[config.mk]
export PLATFORM = sky130hd
export DESIGN_NAME = mem_arbiter
export DESIGN_NICKNAME = d
export VERILOG_FILES = /design/src/rtl/mem_arb_pkg.sv /design/src/rtl/mem_arb_rr.sv /design/src/rtl/mem_arbiter.sv
export SDC_FILE = /design/constraint.sdc
export NUM_CORES = 1
export LEC_CHECK = 0
export CAP_MARGIN = 20
export CORE_AREA = 4 4 632 634
export CTS_CLUSTER_SIZE = 24
export DETAILED_ROUTE_END_ITERATION = 16
export DIE_AREA = 0 0 636 638
export HOLD_SLACK_MARGIN = 0.12
export PLACE_DENSITY = 0.3
export SKIP_LAST_GASP = 1
export SLEW_MARGIN = 20
export SYNTH_ARGS = -nofsm -noshare
export SYNTH_HDL_FRONTEND = slang
export SYNTH_SLANG_ARGS = --single-unit
[constraint.sdc]
create_clock -name clk_i -period 9 [get_ports clk_i]
set_input_delay 0.9 -clock clk_i [delete_from_list [all_inputs] [get_ports clk_i]]
set_output_delay 0.9 -clock clk_i [all_outputs]
set_load 0.05 [all_outputs]
[src/rtl/mem_arb_pkg.sv]
// rtl/mem_arb_pkg.sv - shared widths, state encoding and grant decode for the memory arbiter
package mem_arb_pkg;

  localparam int ADDR_W_DEF = 32;
  localparam int DATA_W_DEF = 256;

  typedef enum logic [1:0] {
    ST_IDLE   = 2'd0,
    ST_GRANT0 = 2'd1,
    ST_GRANT1 = 2'd2
  } arb_state_t;

  function automatic logic [1:0] state_to_grant(input arb_state_t st);
    logic [1:0] g;
    g = 2'b00;
    case (st)
      ST_GRANT0: g = 2'b01;
      ST_GRANT1: g = 2'b10;
      default:   g = 2'b00;
    endcase
    return g;
  endfunction

endpackage

[src/rtl/mem_arb_rr.sv]
// rtl/mem_arb_rr.sv - two-input round-robin select, rr_ptr names the preferred requester on a tie
module mem_arb_rr (
  input  logic [1:0] req,
  input  logic       rr_ptr,
  output logic [1:0] winner
);

  always_comb begin
    winner = 2'b00;
    case (req)
      2'b01:   winner = 2'b01;
      2'b10:   winner = 2'b10;
      2'b11:   winner = rr_ptr ? 2'b10 : 2'b01;
      default: winner = 2'b00;
    endcase
  end

endmodule

[src/rtl/mem_arbiter.sv]
// rtl/mem_arbiter.sv - arbitrates I-cache (m0) and D-cache (m1) line requests onto one data memory
module mem_arbiter
  import mem_arb_pkg::*;
#(
  parameter int ADDR_W = ADDR_W_DEF,
  parameter int DATA_W = DATA_W_DEF
) (
  input  logic              clk_i,
  input  logic              rst_i,
  input  logic              m0_enable_i,
  input  logic              m0_write_i,
  input  logic [ADDR_W-1:0] m0_addr_i,
  input  logic [DATA_W-1:0] m0_data_i,
  output logic              m0_ack_o,
  output logic [DATA_W-1:0] m0_data_o,
  input  logic              m1_enable_i,
  input  logic              m1_write_i,
  input  logic [ADDR_W-1:0] m1_addr_i,
  input  logic [DATA_W-1:0] m1_data_i,
  output logic              m1_ack_o,
  output logic [DATA_W-1:0] m1_data_o,
  output logic              mem_enable_o,
  output logic              mem_write_o,
  output logic [ADDR_W-1:0] mem_addr_o,
  output logic [DATA_W-1:0] mem_data_o,
  input  logic              mem_ack_i,
  input  logic [DATA_W-1:0] mem_data_i,
  output logic [1:0]        grant_o,
  output logic              busy_o
);

  arb_state_t state;
  logic       rr_ptr;
  logic [1:0] winner;

  mem_arb_rr u_rr (
    .req    ({m1_enable_i, m0_enable_i}),
    .rr_ptr (rr_ptr),
    .winner (winner)
  );

  // Acks are only forwarded to the current owner, so a stray memory ack in IDLE is dropped.
  assign m0_ack_o  = (state == ST_GRANT0) && mem_ack_i;
  assign m1_ack_o  = (state == ST_GRANT1) && mem_ack_i;
  assign m0_data_o = m0_ack_o ? mem_data_i : '0;
  assign m1_data_o = m1_ack_o ? mem_data_i : '0;
  assign grant_o   = state_to_grant(state);
  assign busy_o    = |grant_o;

  always_ff @(posedge clk_i or posedge rst_i) begin
    if (rst_i) begin
      state        <= ST_IDLE;
      rr_ptr       <= 1'b0;
      mem_enable_o <= 1'b0;
      mem_write_o  <= 1'b0;
      mem_addr_o   <= '0;
      mem_data_o   <= '0;
    end else begin
      case (state)
        ST_IDLE: begin
          if (winner[0]) begin
            state        <= ST_GRANT0;
            mem_enable_o <= 1'b1;
            mem_write_o  <= m0_write_i;
            mem_addr_o   <= m0_addr_i;
            mem_data_o   <= m0_data_i;
          end else if (winner[1]) begin
            state        <= ST_GRANT1;
            mem_enable_o <= 1'b1;
            mem_write_o  <= m1_write_i;
            mem_addr_o   <= m1_addr_i;
            mem_data_o   <= m1_data_i;
          end
        end
        ST_GRANT0: begin
          if (mem_ack_i) begin
            state        <= ST_IDLE;
            rr_ptr       <= 1'b1;
            mem_enable_o <= 1'b0;
            mem_write_o  <= 1'b0;
            mem_addr_o   <= '0;
            mem_data_o   <= '0;
          end else begin
            // Enable stays up even if the requester drops early, so the memory still completes.
            mem_write_o <= m0_write_i;
            mem_addr_o  <= m0_addr_i;
            mem_data_o  <= m0_data_i;
          end
        end
        ST_GRANT1: begin
          if (mem_ack_i) begin
            state        <= ST_IDLE;
            rr_ptr       <= 1'b0;
            mem_enable_o <= 1'b0;
            mem_write_o  <= 1'b0;
            mem_addr_o   <= '0;
            mem_data_o   <= '0;
          end else begin
            mem_write_o <= m1_write_i;
            mem_addr_o  <= m1_addr_i;
            mem_data_o  <= m1_data_i;
          end
        end
        default: begin
          state        <= ST_IDLE;
          mem_enable_o <= 1'b0;
          mem_write_o  <= 1'b0;
          mem_addr_o   <= '0;
          mem_data_o   <= '0;
        end
      endcase
    end
  end

endmodule

==> metrics.txt, run 1 <==
# TYPE chip_impl_metric gauge
chip_impl_metric{name="htreeDepth",unit=""} 2
chip_impl_metric{name="seq_power_share",unit="%"} 15.8
chip_impl_metric{name="final-seq-area",unit="um^2"} 7330
chip_impl_metric{name="adder_cell_share_of_the_synthesized_area",unit="%"} 0.268
chip_impl_metric{name="final_non_filler_cell_total",unit=""} 9366
chip_impl_metric{name="finalWorstPathRequiredPeriod",unit="ps"} 5010
chip_impl_metric{name="leakagePower",unit="nW"} 17.6
chip_impl_metric{name="combined_area_of_the_multi_input_logic_cells",unit="um^2"} 14200
chip_impl_metric{name="wl",unit="mm"} 360
chip_impl_metric{name="timing_hold_violations_final",unit=""} 0
chip_impl_metric{name="yosys.area.top_type_share",unit="%"} 31.4
chip_impl_info{name="rsz0062_at_grt",value="no"} 1
chip_impl_metric{name="drt_drc_violations_left",unit=""} 0
chip_impl_metric{name="synth-simple-area-share",unit="%"} 25.0
chip_impl_metric{name="max_slew_margin",unit="%"} 15.4
chip_impl_metric{name="number_of_buffers_added_on_ports",unit=""} 1645
chip_impl_metric{name="cp.arrival",unit="ps"} 4110
chip_impl_metric{name="synthesis.nets",unit=""} 3529
chip_impl_metric{name="design.die.area",unit="um^2"} 406000
chip_impl_metric{name="yosysSeqAreaShare",unit="%"} 31.4
chip_impl_metric{name="synth_compound_gate_area_share",unit="%"} 35.4
chip_impl_metric{name="power_density_of_the_placed_cells",unit="nW/um^2"} 314
chip_impl_metric{name="cts_post_setup_buffers_inserted",unit=""} 0
chip_impl_metric{name="irDropWorstVdd",unit="mV"} 0.148
chip_impl_metric{name="detail-route-antenna-nets",unit=""} 0
chip_impl_metric{name="die_y",unit="um"} 638
chip_impl_info{name="timing.setup.critical_path_class",value="reg -> out"} 1
chip_impl_info{name="run_status",value="finished, final reports clean"} 1
chip_impl_metric{name="synthToLayoutAreaGrowth",unit="%"} 101
chip_impl_info{name="clock_tree.root_cell",value="clkbuf_16"} 1
chip_impl_metric{name="fmax",unit="MHz"} 200
chip_impl_metric{name="min_period_over_period",unit="%"} 55.7
chip_impl_metric{name="setup_viol",unit=""} 0
chip_impl_info{name="cp-end-kind",value="output port"} 1
chip_impl_metric{name="clock_latency",unit="ps"} 720
chip_impl_metric{name="number_of_buffers_created_by_cts",unit=""} 49
chip_impl_metric{name="design.final.nets",unit=""} 4866
chip_impl_metric{name="fp-row-count",unit=""} 231
chip_impl_metric{name="holdWs",unit="ps"} 486
chip_impl_metric{name="nFillCells",unit=""} 45400
chip_impl_metric{name="place_hpwl",unit="mm"} 298
chip_impl_metric{name="xor_xnor_cell_area_share_of_the_yosys_netlist",unit="%"} 0
chip_impl_metric{name="syn_area",unit="um^2"} 23400
chip_impl_metric{name="synth_enable_flop_cells",unit=""} 0
chip_impl_info{name="synth_largest_area_cell",value="dfrtp_1"} 1
chip_impl_info{name="timing.hold.worst.class",value="reg -> reg"} 1
chip_impl_metric{name="power_switching_share",unit="%"} 59.7
chip_impl_info{name="mostFrequentLayoutCells",value="clkdlybuf4s50_1 (1595), and3_1 (513), dfrtp_1 (293)"} 1
chip_impl_metric{name="post_cts.resized_instances",unit=""} 0
chip_impl_metric{name="path_clk_slew",unit="ps"} 60
chip_impl_metric{name="maxCapViolations",unit=""} 0
chip_impl_metric{name="synth_async_sr_flop_share",unit="%"} 100
chip_impl_info{name="synth_top_cells_by_area",value="dfrtp_1 (31%), and3_1 (14%), a22o_1 (11%)"} 1
chip_impl_metric{name="yosysWarningCount",unit=""} 0
chip_impl_metric{name="firstDrtPassIters",unit=""} 5
chip_impl_metric{name="ff2ff_setup_slack",unit="ps"} 5260
chip_impl_info{name="ys_dominant_reg_cell",value="dfrtp_1"} 1
chip_impl_metric{name="initial_utilization",unit="%"} 5.92
chip_impl_metric{name="floorplan.die.width",unit="um"} 636
chip_impl_metric{name="mux_contribution_to_synthesized_area",unit="%"} 0
chip_impl_info{name="cts_tree",value="yes"} 1
chip_impl_metric{name="route.detailed.vias_per_inst",unit=""} 3.42
chip_impl_info{name="worst_hold_startpoint",value="mem_data_o[247]"} 1
chip_impl_metric{name="clock_sinks",unit=""} 293
chip_impl_metric{name="finalInstanceArea",unit="um^2"} 46800
chip_impl_metric{name="share_clk_of_total_power",unit="%"} 14.0
chip_impl_metric{name="synth-seq-cells",unit=""} 293
chip_impl_metric{name="worst-endpoint-required",unit="ps"} 8100
chip_impl_metric{name="place_area",unit="um^2"} 45000
chip_impl_metric{name="finClkSkew",unit="ps"} 79.4
chip_impl_metric{name="maxSlewViolCount",unit=""} 0
chip_impl_metric{name="power_frac_comb",unit="%"} 70.2
chip_impl_info{name="combinational_family_with_the_most_area_after_synthesis",value="compound AO/OA/AOI/OAI gates"} 1
chip_impl_info{name="worstSetupStartpointType",value="flop"} 1
chip_impl_metric{name="first_pass_grt_wire_length",unit="mm"} 438
chip_impl_metric{name="postLayoutCoreUtil",unit="%"} 11.9
chip_impl_metric{name="netlist-cell-type-count",unit=""} 27
chip_impl_metric{name="top_level_ports",unit=""} 1646
chip_impl_metric{name="avgRoutedWirePerCell",unit="um"} 38.4
chip_impl_metric{name="grt_antenna_before_repair",unit=""} 174
chip_impl_info{name="layout_commonest_cell",value="clkdlybuf4s50_1"} 1
chip_impl_info{name="timing.rr.start",value="state[1]"} 1
chip_impl_metric{name="detailedRoute.firstIterationViolations",unit=""} 2753
chip_impl_metric{name="count_of_hold_buffers_inserted_by_post_cts_repair",unit=""} 0
chip_impl_metric{name="drive_gt1_share",unit="%"} 9.26
chip_impl_metric{name="post_placement_cell_count",unit=""} 9213
chip_impl_metric{name="grt_use_total",unit="%"} 16.9
chip_impl_metric{name="global_placer_s_final_weighted_congestion",unit=""} 0.857
chip_impl_metric{name="synthCells",unit=""} 2685
chip_impl_metric{name="clockBufferDepth",unit=""} 3
chip_impl_metric{name="overflow",unit=""} 0
chip_impl_metric{name="crit_path_max_fanout",unit=""} 214
chip_impl_metric{name="first_global_vias",unit=""} 32200
chip_impl_info{name="worst_setup_path_startpoint",value="state[1]"} 1
chip_impl_metric{name="dr_total_vias",unit=""} 32000
chip_impl_metric{name="fp.coreArea",unit="um^2"} 394000
chip_impl_metric{name="p_int",unit="mW"} 5.92
chip_impl_metric{name="totalNegativeSetupSlack",unit="ps"} 0
chip_impl_metric{name="syn-mean-instance-area",unit="um^2"} 8.70
chip_impl_metric{name="netSwitchingPower",unit="mW"} 8.78
chip_impl_metric{name="largest_net_degree_at_the_start_of_global_routing",unit=""} 244
chip_impl_metric{name="max_slew.worst_pin.slew",unit="ps"} 1260
per-stage QoR:
stage	power (mW)	setup slack, ps
6_report	14.7	3990
3_3_place_gp	13.0	4310
5_1_grt	15.5	3720
4_1_cts	15.2	3830
3_5_place_dp	13.0	4260
2_1_floorplan	7.80	9.24
power groups by stage:
stage / combinational, mW / sequential, mW / clock (mW)
CTS: 10.6 / 2.36 / 2.17
detailed placement: 10.6 / 2.37 / 0
finish: 10.3 / 2.32 / 2.06
global route: 10.9 / 2.39 / 2.20
global placement: 10.6 / 2.36 / 0
floorplan: 3.84 / 3.97 / 0
synth_stat cells, types with 2 or more instances:
master and instances:
buf_6 25, a22o_1 289, ha_1 5, and2_1 3, buf_2 103, dfrtp_1 293
nand3_1 289, buf_4 5, inv_1 6, o21ai_0 2, o211ai_2 200, a32oi_1 289
and3_1 513, buf_1 10, o211ai_1 88, nor2_1 3, clkbuf_1 259, nand2_1 291
nand2b_1 2, a21oi_1 3
cell families (layout without fill, tap and decap cells):
logic type,Yosys count,in the layout
flops,293,293
simple gates,1106,1106
other cells,0,65
fa+ha+maj,5,5
compound gates,872,872
buf+inv,409,1783
area by class of cell:
type	instances	share of cell area [%]
diodes	65	0.347
repair buffers	1688	36.1
flip-flops and latches	293	15.7
inverters	7	0.0882
multi-input cells	1983	30.3
clock inverters	15	0.494
clock buffers	73	3.00
well taps	5242	14.0
critical path: stages (launching register included):
cell	delay [ps]
dfrtp_1	440
inv_1	140
ha_4	780
buf_12	510
and3_1	410
clkdlybuf4s50_1	870
per-layer routing:
metal	wire, um	global-route usage, %	share of wire (%)
met4	10600	4.66	3.0
met1	127000	17.5	35
met3	34100	6.80	9.5
met5	248	0	0.069
met2	188000	31.2	52
flip-flops by register name, indices dropped and copies added (netlist names):
name / cells
mem_data_o: 256
mem_addr_o: 32
state: 2
mem_enable_o: 1
mem_write_o: 1
rr_ptr: 1
final timing paths:
path | to | cells after the start
min | mem_data_o[247] | 2
max | m0_data_o[231] | 5
max in group asynchronous | mem_data_o[61] | 4
max reg2reg | mem_data_o[254] | 7
min reg2reg | mem_data_o[247] | 2
min in group asynchronous | mem_addr_o[22] | 2
Note: power is estimated with default switching activity, not from simulation.
==> inputs of run 2 (changes only) <==
Settings changed: CORE_AREA 4 4 632 634 to 4 4 642 644, DIE_AREA 0 0 636 638 to 0 0 646 648.
Clock period 9 ns to 5 ns, I/O delays scaled along.
==> run 2 against run 1 <==
  * Via count down 0.94%
  * Design area grew 0.90%
  * Clock power grew 77%
  * Clock-buffer cell count up 4
  * Largest cell class unchanged
  * Largest power group unchanged
  * Routed wire length is 4.3% lower
  * Combinational power rose by 82%
  * Critical endpoint is now m0_data_o[116]
  * Clock skew decreased by 6.9 ps
  * Critical path type unchanged
  * Global-route usage shrank 1.4 points
  * Non-clock buffer count up 26
  * Sequential power is 82% higher
==> metrics.txt, run 2 (synthesized netlist as in run 1, its figures left out) <==
# TYPE chip_impl_metric gauge
chip_impl_info{name="mostFrequentLayoutCells",value="clkdlybuf4s50_1 (1558), and3_1 (513), dfrtp_1 (293)"} 1
chip_impl_metric{name="initial_utilization",unit="%"} 5.76
chip_impl_metric{name="first_global_vias",unit=""} 32300
chip_impl_metric{name="totalPowerFinal",unit="mW"} 26.6
chip_impl_info{name="cpLargestDelayFamily",value="buffers and inverters"} 1
chip_impl_metric{name="place_area",unit="um^2"} 45600
chip_impl_info{name="layout_commonest_cell",value="clkdlybuf4s50_1"} 1
chip_impl_metric{name="largest_net_degree_at_the_start_of_global_routing",unit=""} 132
chip_impl_metric{name="leakagePower",unit="nW"} 17.8
chip_impl_metric{name="crit_path_max_fanout",unit=""} 63
chip_impl_metric{name="finalWorstPathRequiredPeriod",unit="ps"} 4030
chip_impl_metric{name="setup_viol",unit=""} 0
chip_impl_metric{name="max_slew_margin",unit="%"} 20.5
chip_impl_metric{name="clockBufferDepth",unit=""} 3
chip_impl_metric{name="firstDrtPassIters",unit=""} 5
chip_impl_info{name="timing.hold.worst.class",value="in -> async"} 1
chip_impl_info{name="cts_tree",value="yes"} 1
chip_impl_metric{name="drt_drc_violations_left",unit=""} 0
chip_impl_info{name="run_status",value="finished, final reports clean"} 1
chip_impl_metric{name="dr_total_vias",unit=""} 31700
chip_impl_metric{name="detailedRoute.firstIterationViolations",unit=""} 2543
chip_impl_metric{name="count_of_hold_buffers_inserted_by_post_cts_repair",unit=""} 0
chip_impl_metric{name="fp-row-count",unit=""} 234
chip_impl_metric{name="path_clk_slew",unit="ps"} 60
chip_impl_metric{name="floorplan.die.width",unit="um"} 646
chip_impl_metric{name="wl",unit="mm"} 344
chip_impl_metric{name="maxSlewViolCount",unit=""} 0
chip_impl_metric{name="finalInstanceArea",unit="um^2"} 47300
chip_impl_metric{name="maxCapViolations",unit=""} 0
chip_impl_metric{name="synthToLayoutAreaGrowth",unit="%"} 102
chip_impl_metric{name="post_cts.resized_instances",unit=""} 0
chip_impl_metric{name="cp.depth",unit=""} 5
chip_impl_metric{name="top_level_ports",unit=""} 1646
chip_impl_metric{name="clock_latency",unit="ps"} 700
chip_impl_metric{name="r2r_cells",unit=""} 7
chip_impl_metric{name="global_placer_s_final_weighted_congestion",unit=""} 0.936
chip_impl_info{name="worstSetupStartpointType",value="flop"} 1
chip_impl_metric{name="power_density_of_the_placed_cells",unit="nW/um^2"} 563
chip_impl_metric{name="drive_gt1_share",unit="%"} 10.7
chip_impl_metric{name="postLayoutCoreUtil",unit="%"} 11.6
chip_impl_info{name="timing.setup.critical_path_class",value="reg -> out"} 1
chip_impl_metric{name="grt_use_total",unit="%"} 15.6
chip_impl_metric{name="design.final.nets",unit=""} 4892
chip_impl_metric{name="totalNegativeSetupSlack",unit="ps"} 0
chip_impl_metric{name="clock_sinks",unit=""} 293
chip_impl_metric{name="critical_path.n_buffers_inverters",unit=""} 3
chip_impl_info{name="cp-end-kind",value="output port"} 1
chip_impl_metric{name="die_y",unit="um"} 648
chip_impl_metric{name="route.detailed.vias_per_inst",unit=""} 3.32
chip_impl_metric{name="htreeDepth",unit=""} 2
chip_impl_metric{name="detail-route-antenna-nets",unit=""} 0
chip_impl_metric{name="design.die.area",unit="um^2"} 419000
chip_impl_metric{name="number_of_buffers_created_by_cts",unit=""} 49
chip_impl_metric{name="timing_hold_violations_final",unit=""} 0
chip_impl_metric{name="largest_reg_flops",unit=""} 256
chip_impl_info{name="clock_tree.root_cell",value="clkbuf_16"} 1
chip_impl_metric{name="worst-endpoint-required",unit="ps"} 4500
chip_impl_info{name="regMostFlops",value="mem_data_o"} 1
chip_impl_metric{name="fp.coreArea",unit="um^2"} 406000
chip_impl_metric{name="cp.arrival",unit="ps"} 3530
chip_impl_info{name="rsz0062_at_grt",value="no"} 1
chip_impl_metric{name="irDropWorstVdd",unit="mV"} 0.373
chip_impl_info{name="highest_delay_cell_along_the_critical_path",value="clkdlybuf4s50_1"} 1
chip_impl_info{name="reg_top3",value="mem_data_o (256), mem_addr_o (32), state (2)"} 1
chip_impl_metric{name="fmax",unit="MHz"} 248
chip_impl_metric{name="min_period_over_period",unit="%"} 80.5
chip_impl_metric{name="max_slew.worst_pin.slew",unit="ps"} 1190
chip_impl_metric{name="cts_post_setup_buffers_inserted",unit=""} 0
chip_impl_metric{name="overflow",unit=""} 0
chip_impl_metric{name="number_of_buffers_added_on_ports",unit=""} 1645
chip_impl_metric{name="avgRoutedWirePerCell",unit="um"} 36.0
chip_impl_metric{name="first_pass_grt_wire_length",unit="mm"} 417
chip_impl_metric{name="finClkSkew",unit="ps"} 72.5
chip_impl_metric{name="place_hpwl",unit="mm"} 286
chip_impl_info{name="cp_cell_instances",value="inv_1 > ha_4 > buf_4 > and3_1 > clkdlybuf4s50_1"} 1
chip_impl_metric{name="grt_antenna_before_repair",unit=""} 132
chip_impl_metric{name="critPathMaxStageDelay",unit="ps"} 830
[run 2: cell count changes in the layout (fill, tap and decap cells not counted), moves of 2 or more]
cell and change:
diode_2 -13, clkinv_2 -2, clkbuf_8 +5, clkdlybuf4s50_1 -37
bufinv_16 -3, buf_4 +38, clkinv_8 -2, buf_2 +10
inv_16 +2, clkinv_4 +2, buf_12 +16
[run 2: layout make-up]
class | count | area [um^2]
multi-input cells | 1983 | 14200
clock buffers | 77 | 1470
clock inverters | 9 | 110
flip-flops and latches | 293 | 7330
well taps | 5428 | 6790
repair buffers | 1714 | 17200
inverters | 7 | 37.5
diodes | 52 | 130
fillers | 46800 | 359000
[run 2: path summary, 6_finish.rpt]
check	to	slack, ps	from
max in group asynchronous	mem_addr_o[15]	3550	rst_i
max reg2reg	mem_data_o[26]	1840	state[1]
min	mem_data_o[214]	250	rst_i
min reg2reg	mem_addr_o[17]	490	mem_addr_o[17]
min in group clk_i	mem_data_o[190]	420	m1_data_i[190]
max	m0_data_o[116]	970	state[1]
[run 2: metrics by stage]
step / cells / setup WS (ps) / hold WS, ps
floorplan: 2685 / 611 / 480
global placement: 9423 / 1390 / 472
detailed placement: 9424 / 1400 / 476
CTS: 9510 / 868 / 191
global route: 9527 / 743 / 222
finish: 9563 / 975 / 252
[run 2: worst reg2reg max path: stages, from the launching register on]
cell,delay [ps]
dfrtp_1,440
inv_1,140
ha_4,660
buf_12,380
buf_4,850
a22o_1,370
a32oi_1,60
o211ai_1,210
[run 2: routing by layer]
| layer | track usage, % | vias up | share of wire (%) |
|---|---|---|---|
| met1 | 16.5 | 16400 | 36 |
| li1 | - | 13400 | - |
| met2 | 27.9 | 1593 | 50 |
| met4 | 3.33 | 44 | 2.5 |
| met3 | 7.31 | 258 | 11 |
| met5 | 0 | - | 0.074 |
[run 2: report_power, final]
part	total, mW	internal (mW)	switching, mW
Sequential	4.22	3.34	0.873
Combinational	18.7	5.25	13.5
Clock	3.65	2.06	1.58
==> inputs of run 3 (changes only) <==
Settings changed: CORE_AREA 4 4 642 644 to 4 4 632 634, DIE_AREA 0 0 646 648 to 0 0 636 638.
Clock period 5 ns to 3.35 ns, I/O delays scaled along.
==> run 3 against run 2 <==
  * Sequential share of layout area is 1.2 points lower
  * Register-to-register slack worse by 1100 ps
  * Clock-buffer cell count is 3 lower
  * Global-route usage is 1.1 points higher
  * Clock skew is 33 ps lower
  * Total power is 56% higher
  * First-iteration DRC count is 1.2% higher
  * Sequential power is 50% higher
  * Routed wire length is 3.2% higher
  * Final cell count is 0.94% lower
  * Via count is 0.98% higher
  * Largest cell class unchanged
==> metrics.txt, run 3 (synthesized netlist as in run 1, its figures left out) <==
# TYPE chip_impl_metric gauge
chip_impl_metric{name="floorplan.die.width",unit="um"} 636
chip_impl_metric{name="clockBufferDepth",unit=""} 3
chip_impl_metric{name="place_hpwl",unit="mm"} 302
chip_impl_metric{name="clock_sinks",unit=""} 293
chip_impl_metric{name="leakagePower",unit="nW"} 20.3
chip_impl_info{name="timing.setup.critical_path_class",value="reg -> out"} 1
chip_impl_metric{name="place_area",unit="um^2"} 49400
chip_impl_metric{name="worst_slack",unit="ps"} 221
chip_impl_metric{name="overflow",unit=""} 0
chip_impl_info{name="regMostFlops",value="mem_data_o"} 1
chip_impl_info{name="rsz0062_at_grt",value="no"} 1
chip_impl_metric{name="finalInstanceArea",unit="um^2"} 51400
chip_impl_metric{name="seq_power_share",unit="%"} 15.2
chip_impl_info{name="worstSetupStartpointType",value="flop"} 1
chip_impl_metric{name="min_period_over_period",unit="%"} 93.4
chip_impl_metric{name="fmax",unit="MHz"} 320
chip_impl_info{name="timing.hold.worst.class",value="in -> reg"} 1
chip_impl_metric{name="htreeDepth",unit=""} 2
chip_impl_metric{name="irDropWorstVdd",unit="mV"} 0.391
chip_impl_info{name="cts_tree",value="yes"} 1
chip_impl_metric{name="max_slew_margin",unit="%"} 29.4
chip_impl_metric{name="firstDrtPassIters",unit=""} 5
chip_impl_metric{name="finClkSkew",unit="ps"} 39.6
chip_impl_metric{name="design.die.area",unit="um^2"} 406000
chip_impl_info{name="timing.rr.start",value="state[0]"} 1
chip_impl_metric{name="detail-route-antenna-nets",unit=""} 0
chip_impl_metric{name="dr_total_vias",unit=""} 32100
chip_impl_metric{name="first_global_vias",unit=""} 32400
chip_impl_metric{name="timing_hold_violations_final",unit=""} 0
chip_impl_metric{name="power_density_of_the_placed_cells",unit="nW/um^2"} 809
chip_impl_metric{name="global_placer_s_final_weighted_congestion",unit=""} 0.859
chip_impl_metric{name="initial_utilization",unit="%"} 5.92
chip_impl_info{name="cp-end-kind",value="output port"} 1
chip_impl_metric{name="totalPowerFinal",unit="mW"} 41.6
chip_impl_metric{name="drive_gt1_share",unit="%"} 25.0
chip_impl_metric{name="number_of_buffers_added_on_ports",unit=""} 1645
chip_impl_metric{name="first_pass_grt_wire_length",unit="mm"} 433
chip_impl_info{name="r2r-end",value="mem_data_o[93]"} 1
chip_impl_metric{name="crit_path_max_fanout",unit=""} 103
chip_impl_metric{name="grt_use_total",unit="%"} 16.7
chip_impl_metric{name="grt_antenna_before_repair",unit=""} 141
chip_impl_metric{name="synthToLayoutAreaGrowth",unit="%"} 120
chip_impl_metric{name="finalWorstPathRequiredPeriod",unit="ps"} 3130
chip_impl_metric{name="power_frac_comb",unit="%"} 70.9
chip_impl_metric{name="postLayoutCoreUtil",unit="%"} 13.0
chip_impl_metric{name="die_y",unit="um"} 638
chip_impl_metric{name="largest_net_degree_at_the_start_of_global_routing",unit=""} 126
chip_impl_metric{name="largest_reg_flops",unit=""} 256
chip_impl_info{name="worst_hold_startpoint",value="m1_data_i[112]"} 1
chip_impl_metric{name="path_clk_slew",unit="ps"} 80
chip_impl_metric{name="maxSlewViolCount",unit=""} 0
chip_impl_metric{name="cp.arrival",unit="ps"} 2790
chip_impl_metric{name="r2r_cells",unit=""} 7
chip_impl_metric{name="clock_latency",unit="ps"} 710
chip_impl_metric{name="max_slew.worst_pin.slew",unit="ps"} 1060
chip_impl_info{name="worstHoldEndpoint",value="mem_data_o[112]"} 1
chip_impl_metric{name="fp-row-count",unit=""} 231
chip_impl_metric{name="worst-endpoint-required",unit="ps"} 3010
chip_impl_metric{name="detailedRoute.firstIterationViolations",unit=""} 2574
chip_impl_metric{name="power_switching_share",unit="%"} 57.7
chip_impl_metric{name="design.final.nets",unit=""} 4959
chip_impl_metric{name="setup_viol",unit=""} 0
chip_impl_metric{name="share_clk_of_total_power",unit="%"} 13.9
chip_impl_info{name="reg_top3",value="mem_data_o (256), mem_addr_o (32), state (2)"} 1
chip_impl_metric{name="top_level_ports",unit=""} 1646
chip_impl_metric{name="number_of_buffers_created_by_cts",unit=""} 51
chip_impl_info{name="clock_tree.root_cell",value="clkbuf_16"} 1
chip_impl_metric{name="route.detailed.vias_per_inst",unit=""} 3.38
chip_impl_metric{name="ff2ff_setup_slack",unit="ps"} 790
chip_impl_metric{name="netSwitchingPower",unit="mW"} 24.0
chip_impl_metric{name="fp.coreArea",unit="um^2"} 394000
chip_impl_metric{name="post_placement_setup_slack",unit="ps"} 637
chip_impl_metric{name="wl",unit="mm"} 355
chip_impl_info{name="layout_commonest_cell",value="clkdlybuf4s50_1"} 1
chip_impl_metric{name="holdWs",unit="ps"} 255
chip_impl_metric{name="drt_drc_violations_left",unit=""} 0
chip_impl_metric{name="maxCapViolations",unit=""} 0
chip_impl_metric{name="worstHoldPathCells",unit=""} 3
chip_impl_info{name="mostFrequentLayoutCells",value="clkdlybuf4s50_1 (1035), and3_1 (508), buf_12 (426)"} 1
chip_impl_metric{name="p_int",unit="mW"} 17.6
chip_impl_info{name="run_status",value="finished, final reports clean"} 1
chip_impl_metric{name="avgRoutedWirePerCell",unit="um"} 37.5
-- run 3: layout make-up --
class	count	area (um^2)
clock buffer	74	1470
multi-input combinational	1983	14200
fill	45000	343000
sequential	293	7330
clock inverter	20	246
inverter	7	37.5
tap	5242	6560
timing repair buffer	1779	21300
antenna	75	188
-- run 3: timing repair --
item / CTS / global route
endpoints found under the hold margin: 13 / 0
hold buffers: 1 / 0
resized for setup: 8 / 0
setup endpoints to repair: 121 / 0
buffers inserted: 6 / 0
-- run 3: how the worst max path moves through the flow --
stage / startpoint / end / slack [ps] / depth (start not counted)
after floorplan: rst_i / mem_addr_o[0] / -870 / 1
after global placement: m1_enable_i / mem_data_o[145] / 670 / 5
after detailed placement: m1_enable_i / mem_data_o[133] / 640 / 5
after CTS: state[1] / m0_data_o[19] / 130 / 7
after global routing: state[1] / m0_data_o[19] / 70 / 7
final: state[1] / m0_data_o[151] / 220 / 6
-- run 3: stage by stage --
stage	TNS, ps	cells
floorplan	-256130	2685
global placement	0	9297
detailed placement	0	9297
CTS	0	9398
global route	0	9436
finish	0	9473
-- run 3: per-layer routing --
metal  global-route usage, %  wire length (um)
met1                    17.4            127000
met2                    30.3            182000
met3                    7.57             37300
met4                    3.98              8930
met5                       0               185
-- run 3: critical path, stage by stage (launching register included) --
cell and delay (ps):
dfrtp_1 470, inv_1 140, ha_4 180, buf_12 140, buf_12 320, and3_1 520
buf_12 200
-- run 3: power by group through the flow --
stage	clock network, mW	registers (mW)	logic (mW)
2_1_floorplan	0	10.7	10.3
3_3_place_gp	0	6.47	30.3
3_5_place_dp	0	6.47	30.2
4_1_cts	6.12	6.44	30.4
5_1_grt	6.17	6.52	31.3
6_report	5.79	6.32	29.5
